[config.mk]
export PLATFORM = sky130hd
export DESIGN_NAME = serial_adder
export DESIGN_NICKNAME = d
export VERILOG_FILES = /design/src/rtl/serial_adder_pkg.sv /design/src/rtl/adder_slice.sv /design/src/rtl/serial_adder.sv
export SDC_FILE = /design/constraint.sdc
export NUM_CORES = 1
export LEC_CHECK = 0
export CORE_ASPECT_RATIO = 1.1
export CORE_UTILIZATION = 40
export DETAILED_ROUTE_END_ITERATION = 12
export MAX_ROUTING_LAYER = met4
export PLACE_DENSITY = 0.66
export SLEW_MARGIN = 30
export SYNTH_ARGS = -nofsm -noshare
export SYNTH_HDL_FRONTEND = slang
export SYNTH_SLANG_ARGS = --single-unit
export TNS_END_PERCENT = 50
[constraint.sdc]
create_clock -name clk -period 2.1 [get_ports clk]
set_input_delay 0.525 -clock clk [delete_from_list [all_inputs] [get_ports clk]]
set_output_delay 0.525 -clock clk [all_outputs]
set_load 0.1 [all_outputs]
[src/rtl/serial_adder_pkg.sv]
// Shared definitions for the serial adder: FSM state encoding and the
// counter-width helper used to size the digit counter.
package serial_adder_pkg;

    typedef enum logic [1:0] {
        IDLE = 2'd0,
        RUN  = 2'd1,
        DONE = 2'd2
    } state_t;

    // Ceiling log2 with a floor of one bit, so a single-step adder still
    // gets a real counter register.
    function automatic int clog2_min1(input int value);
        int result;
        int remaining;
        result    = 0;
        remaining = value - 1;
        while (remaining > 0) begin
            result++;
            remaining = remaining >> 1;
        end
        return (result < 1) ? 1 : result;
    endfunction

endpackage

[src/rtl/adder_slice.sv]
// Combinational DIGIT-bit ripple-carry slice. Besides the sum and carry out
// it exposes the carry into its top bit, which the parent needs to compute
// signed overflow on the final digit.
module adder_slice
    import serial_adder_pkg::*;
#(
    parameter int DIGIT = 1
) (
    input  logic [DIGIT-1:0] a,
    input  logic [DIGIT-1:0] b,
    input  logic             cin,
    output logic [DIGIT-1:0] s,
    output logic             cout,
    output logic             c_msb
);

    logic [DIGIT:0] carry;

    // Ripple a chain of full-adder cells from bit 0 upward.
    always_comb begin
        carry    = '0;
        s        = '0;
        carry[0] = cin;
        for (int i = 0; i < DIGIT; i++) begin
            s[i]         = a[i] ^ b[i] ^ carry[i];
            carry[i + 1] = (a[i] & b[i]) | (carry[i] & (a[i] ^ b[i]));
        end
    end

    assign cout  = carry[DIGIT];
    assign c_msb = carry[DIGIT-1];

endmodule

[src/rtl/serial_adder.sv]
// Multi-cycle adder/subtractor: processes DIGIT bits per clock through one
// ripple slice with a registered carry between digits. Subtraction is done
// as a + ~b + 1, so carry_out = 1 means "no borrow" in that mode.
module serial_adder
    import serial_adder_pkg::*;
#(
    parameter int WIDTH = 16,
    parameter int DIGIT = 1
) (
    input  logic             clk,
    input  logic             rst_n,
    input  logic             start,
    input  logic             sub,
    input  logic [WIDTH-1:0] a,
    input  logic [WIDTH-1:0] b,
    input  logic             carry_in,
    output logic             busy,
    output logic             done,
    output logic [WIDTH-1:0] sum,
    output logic             carry_out,
    output logic             overflow
);

    localparam int STEPS = WIDTH / DIGIT;
    localparam int CNT_W = clog2_min1(STEPS);

    generate
        if ((WIDTH % DIGIT) != 0 || WIDTH < 2) begin : g_param_check
            $error("serial_adder: WIDTH must be >= 2 and a multiple of DIGIT");
        end
    endgenerate

    state_t                  state;
    state_t                  state_next;
    logic [WIDTH-1:0]        a_reg;
    logic [WIDTH-1:0]        b_reg;
    logic                    carry_reg;
    logic [CNT_W-1:0]        count;
    logic [DIGIT-1:0]        slice_s;
    logic                    slice_cout;
    logic                    slice_cmsb;
    logic                    accept;
    logic                    last_step;
    logic [WIDTH+DIGIT-1:0]  sum_cat;
    logic [WIDTH-1:0]        sum_shifted;

    // A new request is only taken when no operation is in flight; during
    // the done cycle this gives back-to-back operation.
    assign accept    = start && (state != RUN);
    assign last_step = (state == RUN) && (count == CNT_W'(STEPS - 1));

    // Slice result enters the sum register from the MSB side.
    assign sum_cat     = {slice_s, sum};
    assign sum_shifted = sum_cat[WIDTH+DIGIT-1:DIGIT];

    adder_slice #(
        .DIGIT(DIGIT)
    ) u_slice (
        .a     (a_reg[DIGIT-1:0]),
        .b     (b_reg[DIGIT-1:0]),
        .cin   (carry_reg),
        .s     (slice_s),
        .cout  (slice_cout),
        .c_msb (slice_cmsb)
    );

    // State register.
    always_ff @(posedge clk or negedge rst_n) begin
        if (!rst_n) begin
            state <= IDLE;
        end else begin
            state <= state_next;
        end
    end

    // Next-state logic: IDLE -> RUN -> DONE -> IDLE, or DONE -> RUN on start.
    always_comb begin
        state_next = state;
        case (state)
            IDLE:    if (start) state_next = RUN;
            RUN:     if (last_step) state_next = DONE;
            DONE:    state_next = start ? RUN : IDLE;
            default: state_next = IDLE;
        endcase
    end

    // Handshake outputs decoded straight from the state register.
    always_comb begin
        busy = (state == RUN);
        done = (state == DONE);
    end

    // Operand shift registers, digit carry, counter and result registers.
    always_ff @(posedge clk or negedge rst_n) begin
        if (!rst_n) begin
            a_reg     <= '0;
            b_reg     <= '0;
            carry_reg <= 1'b0;
            count     <= '0;
            sum       <= '0;
            carry_out <= 1'b0;
            overflow  <= 1'b0;
        end else if (accept) begin
            a_reg     <= a;
            b_reg     <= sub ? ~b : b;
            carry_reg <= sub ? 1'b1 : carry_in;
            count     <= '0;
        end else if (state == RUN) begin
            a_reg     <= a_reg >> DIGIT;
            b_reg     <= b_reg >> DIGIT;
            carry_reg <= slice_cout;
            count     <= count + CNT_W'(1);
            sum       <= sum_shifted;
            if (last_step) begin
                carry_out <= slice_cout;
                overflow  <= slice_cmsb ^ slice_cout;
            end
        end
    end

endmodule

* Word level (Yosys, flattened, before mapping)
Index checks and enable logic that the tools add are counted.
Storage, ports and cells: bits in registers 57, bits in latches 0, memory bits (writable) 0, memory bits (read-only) 0, output and inout bits 20, logic and storage cells 44, memories kept 0
Cells by class: add/subtract/negate cells 1, multipliers 0, div/mod/pow operators 0, $lt $le $gt $ge 0, equal/unequal tests 6, shift operators 0, multiplexer cells 14, bitwise operators 8, reduce and logical (&&, ||, !) cells 7
Operators with widths (count):
- 16-bit two-way mux | 5
- 16-bit NOT | 1
- 4-bit two-way mux | 2
- 2-bit case mux with 3 select lines | 1
- 4-bit by 1-bit adder with 4-bit output (second input constant) | 1
- 4-bit equality test (second input constant) | 1
- 1-bit two-way mux | 4
- 2-bit two-way mux | 2
- 2-bit by 1-bit inequality test with 1-bit output (second input constant) | 2
- 2-bit AND reduction | 2
- 3-bit AND reduction | 1
- 1-bit XOR | 3
- 1-bit AND | 2
- 2-bit by 1-bit equality test with 1-bit output (second input constant) | 1
- 2-bit equality test (second input constant) | 1
- 1-bit logical AND | 2
- 2-bit logical NOT | 1
- 2-bit inequality test (second input constant) | 1
- 2-bit nonzero test | 1
- 1-bit NOT | 1
- 1-bit OR | 1

* Longest topological paths before layout
depth after elaboration 5, gate-level depth with buffers 6, mapped depth without buffers 4

* Modules after synthesis
From an unflattened synthesis, not the netlist that was laid out.
Second synthesis, totals: cells, all modules 261, area, all modules 2670.1 um^2
Modules (own cells, without submodules):
- serial_adder | instances 1, cells an instance 259, area an instance 2642.5 um^2, seq. area each 1426.4 um^2
- adder_slice | instances 1, cells an instance 2, area an instance 27.5 um^2, seq. area each 0.0 um^2

* Worst setup path after synthesis
OpenSTA, ideal clock, no wires.
path kind register to output, start point register state[0], end point output done, arrival time 1.756 ns, data required time 1.575 ns, slack -0.181 ns, stages on the path, launching flop included 2, path buffers 0, cells stage by stage dfrtp_1 > nor2b_1
On the way: longest elaborated chain between the ends 1
Ends and longest elaborated chain:
- start, declared | line serial_adder.sv:33 | state_t state;
- start signal, assigned | line serial_adder.sv:72 | state <= state_next;
- 2-bit equality test | line serial_adder.sv:90 | done = (state == DONE);
- end, declared | line serial_adder.sv:18 | output logic done,
Every way passes these cells.

* Final worst setup path
start point register state[1], end point output busy
On the way: longest elaborated chain between the ends 1
Ends and longest elaborated chain:
- 2-bit by 1-bit equality test with 1-bit output | line serial_adder.sv:89 | busy = (state == RUN);
- end, declared | line serial_adder.sv:17 | output logic busy,
Every way passes these cells.

==> flow_summary_export.csv <==
group,metric,value,unit
pwr,p_per_area,1630,mW/mm^2
worst_setup_path,endpoint,"busy",
synth,synth.distinct_cells,25,
synth,synth.top_cell.area_share,53.6,%
clock_network,cts-root-buf,"clkbuf_8",
sta,report.final.hold_viol_count,0,
clock_network,cts_max_level,3,
synth,yosys_warnings,0,
worst_setup_path,cp.required,1.57,ns
placed_design,routabilityCongestion,0.732,
placed_design,post-dp-hpwl,3590,um
sta,whs,0.110,ns
die,die_x,79.8,um
sta,worst_pin_slew,0.532,ns
synth,synthCells,260,
worst_setup_path,rr_startpoint,"state[1]",
clock_network,cts_sinks,57,
final_layout,final_util,55.4,%
synth,ys_top_cells_by_area,"dfrtp_1, mux2i_1, nand2_1",
die,die_area,0.00698,sq mm
drt,via_per_inst,4.79,
final_layout,fillCellCount,578,
sta,fin_skew,0.00733,ns
global_route,grt_first_pass_wirelength,8970,um
drt,post-route-drc-count,0,
die,core_area,0.00631,sq mm
worst_setup_path,crit_arrival,1.33,ns
sta,fin_setup_tns,0,ns
final_layout,nNetsFinal,355,
global_route,busiest_layer,"met2",
die,initial_core_util,42.2,%
run_status,status,"completed",
drt,first_pass_iters,4,
final_layout,syn2layout_area_growth,31.2,%
clock_network,cts_hold_buffers,0,
synth,synth_area_per_cell,10.2,sq um
global_route,grt_start_max_net_pins,47,
global_route,grt_util_all_layers,17.5,%
global_route,gr-usage-met2,26.7,%
global_route,grt-ovfl-total,0,
worst_setup_path,r2r-end,"a_reg[14]",
pwr,ir_drop,0.000995,V
sta,fin_crit,1.86,ns
die,die_h,87.5,um
synth,synth_nets,299,
die,fp-row-count,30,
clock_network,path_clk_slew,0.06,ns
global_route,use_met3,3.13,%
min_path,holdCritPathClass,"input port to async pin",
sta,rsz0062_at_grt,"false",
worst_setup_path,cp-end-kind,"output port",
sta,slew_headroom,64.5,%
clock_network,cts_inserted_buffers,9,
worst_setup_path,cp-startpoint,"state[1]",
final_layout,n_antenna_cell,0,
placed_design,port_buffers,56,
pwr,p_leak,1.71,nW
flow_run,cap_violations,0,
synth,netlist_area,0.00266,sq mm
worst_setup_path,r2r_slack,0.57,ns
clock_network,clock_latency,0.33,ns
drt,ant_nets,0,
worst_setup_path,path_class,"flip-flop to output port",
sta,finalCritPeriodShare,88.5,%
sta,clock.fmax,0.538,GHz
global_route,antenna_found_initial,0,
drt,drt_iter0_markers,103,
synth,synth-seq-cells,57,
drt,detail_route.wirelength,5090,um
die,io-pin-count,57,
worst_setup_path,ff2ff_path_depth,4,
drt,wl_per_cell,12.7,um
global_route,grt_pass1_vias,1893,
global_route,met1_usage,21.9,%
synth,yosysTopAreaCell,"dfrtp_1",
worst_setup_path,crit_path_max_fanout,23,
synth,ys_seq_area_share,53.6,%
clock_network,ctsResizeCount,0,
worst_setup_path,startpoint_type,"flip-flop",
clock_network,cts.path.max_buffers,2,
clock_network,cts_setup_buffers,0,
sta,finalSetupViolCount,0,
pwr,total_power,0.00569,W
final_layout,drive_gt1_share,16.2,%
drt,via_count,1920,
clock_network,cts_tree,"built",
sta,slew_viol_final,0,
==> layout make-up <==
| type | count | area [sq um] | area share [%] |
|---|---|---|---|
| Clock buffer | 15 | 196 | 5.63 |
| Tap cell | 80 | 100 | 2.87 |
| Multi-Input combinational cell | 184 | 1130 | 32.4 |
| Timing Repair Buffer | 63 | 603 | 17.3 |
| Inverter | 1 | 3.75 | 0.108 |
| Sequential cell | 57 | 1430 | 40.9 |
| Clock inverter | 1 | 30.0 | 0.860 |
==> power breakdown <==
part	internal, W	switching [W]
logic	0.000732	0.00199
clock network	0.000711	0.000411
registers	0.00154	0.000296
total	0.00299	0.00270
==> worst min-delay path by stage <==
stage                endpoint  slack [ns]  cells after the start
global placement     b_reg[9]        0.46                      2
detailed placement  a_reg[10]        0.47                      1
floorplan            a_reg[0]        0.23                      0
global route        a_reg[10]        0.12                      1
finish              a_reg[12]        0.11                      1
CTS                    sum[2]         0.1                      1
==> Yosys cell counts, drive strengths merged <==
| library cell | number |
|---|---|
| o21ai | 33 |
| xnor2 | 1 |
| and4 | 1 |
| dfrtp | 57 |
| inv | 1 |
| nor2b | 1 |
| nand2 | 82 |
| a211oi | 1 |
| o22ai | 1 |
| nor2 | 2 |
| buf | 11 |
| fa | 1 |
| xor2 | 17 |
| nand2b | 2 |
| mux2i | 32 |
| ha | 1 |
| clkbuf | 7 |
| nand3b | 3 |
| mux2 | 4 |
| a31oi | 1 |
| nand3 | 1 |
==> cell families (layout without fill, tap and decap cells) <==
group	Yosys count	count (layout)	share of synthesized area (%)
compound gates	36	36	6.96
mux	36	36	14.0
fa+ha+maj	2	2	1.22
simple gates	92	92	14.3
buf+inv	19	80	3.95
xor+xnor	18	18	5.93
flops	57	57	53.6
==> through the flow <==
stage          setup slack (ns)  std cells  instance area, sq um
5_1_grt                   0.150        401                  3490
3_3_place_gp              0.422        385                  3260
6_report                  0.242        401                  3490
3_5_place_dp              0.369        385                  3260
2_1_floorplan             0.344        260                  2660
4_1_cts                   0.210        401                  3490
==> per-layer routing <==
metal,up-vias,wire length (um)
met3,11,132
met4,0,131
met5,-,0
met1,910,2340
met2,30,2490
li1,969,-
==> critical path, cell delays in order (launching register included) <==
cell and delay [ns]:
dfrtp_1 0.40, nand2b_4 0.26, inv_2 0.16, buf_12 0.18
==> cells in the final DEF (no fill, tap or decap), drive strengths merged <==
cell type | synthesis | final
nand2 | 82 | 82
dfrtp | 57 | 57
clkdlybuf4s50 | 0 | 34
o21ai | 33 | 33
mux2i | 32 | 32
buf | 11 | 29
xor2 | 17 | 17
clkbuf | 7 | 15
mux2 | 4 | 4
nand3b | 3 | 3
nor2 | 2 | 2
nand2b | 2 | 2
nor2b | 1 | 1
inv | 1 | 1
and4 | 1 | 1
xnor2 | 1 | 1
a211oi | 1 | 1
o22ai | 1 | 1
nand3 | 1 | 1
a31oi | 1 | 1
fa | 1 | 1
ha | 1 | 1
bufinv | 0 | 1
Note: power is estimated with default switching activity, not from simulation.
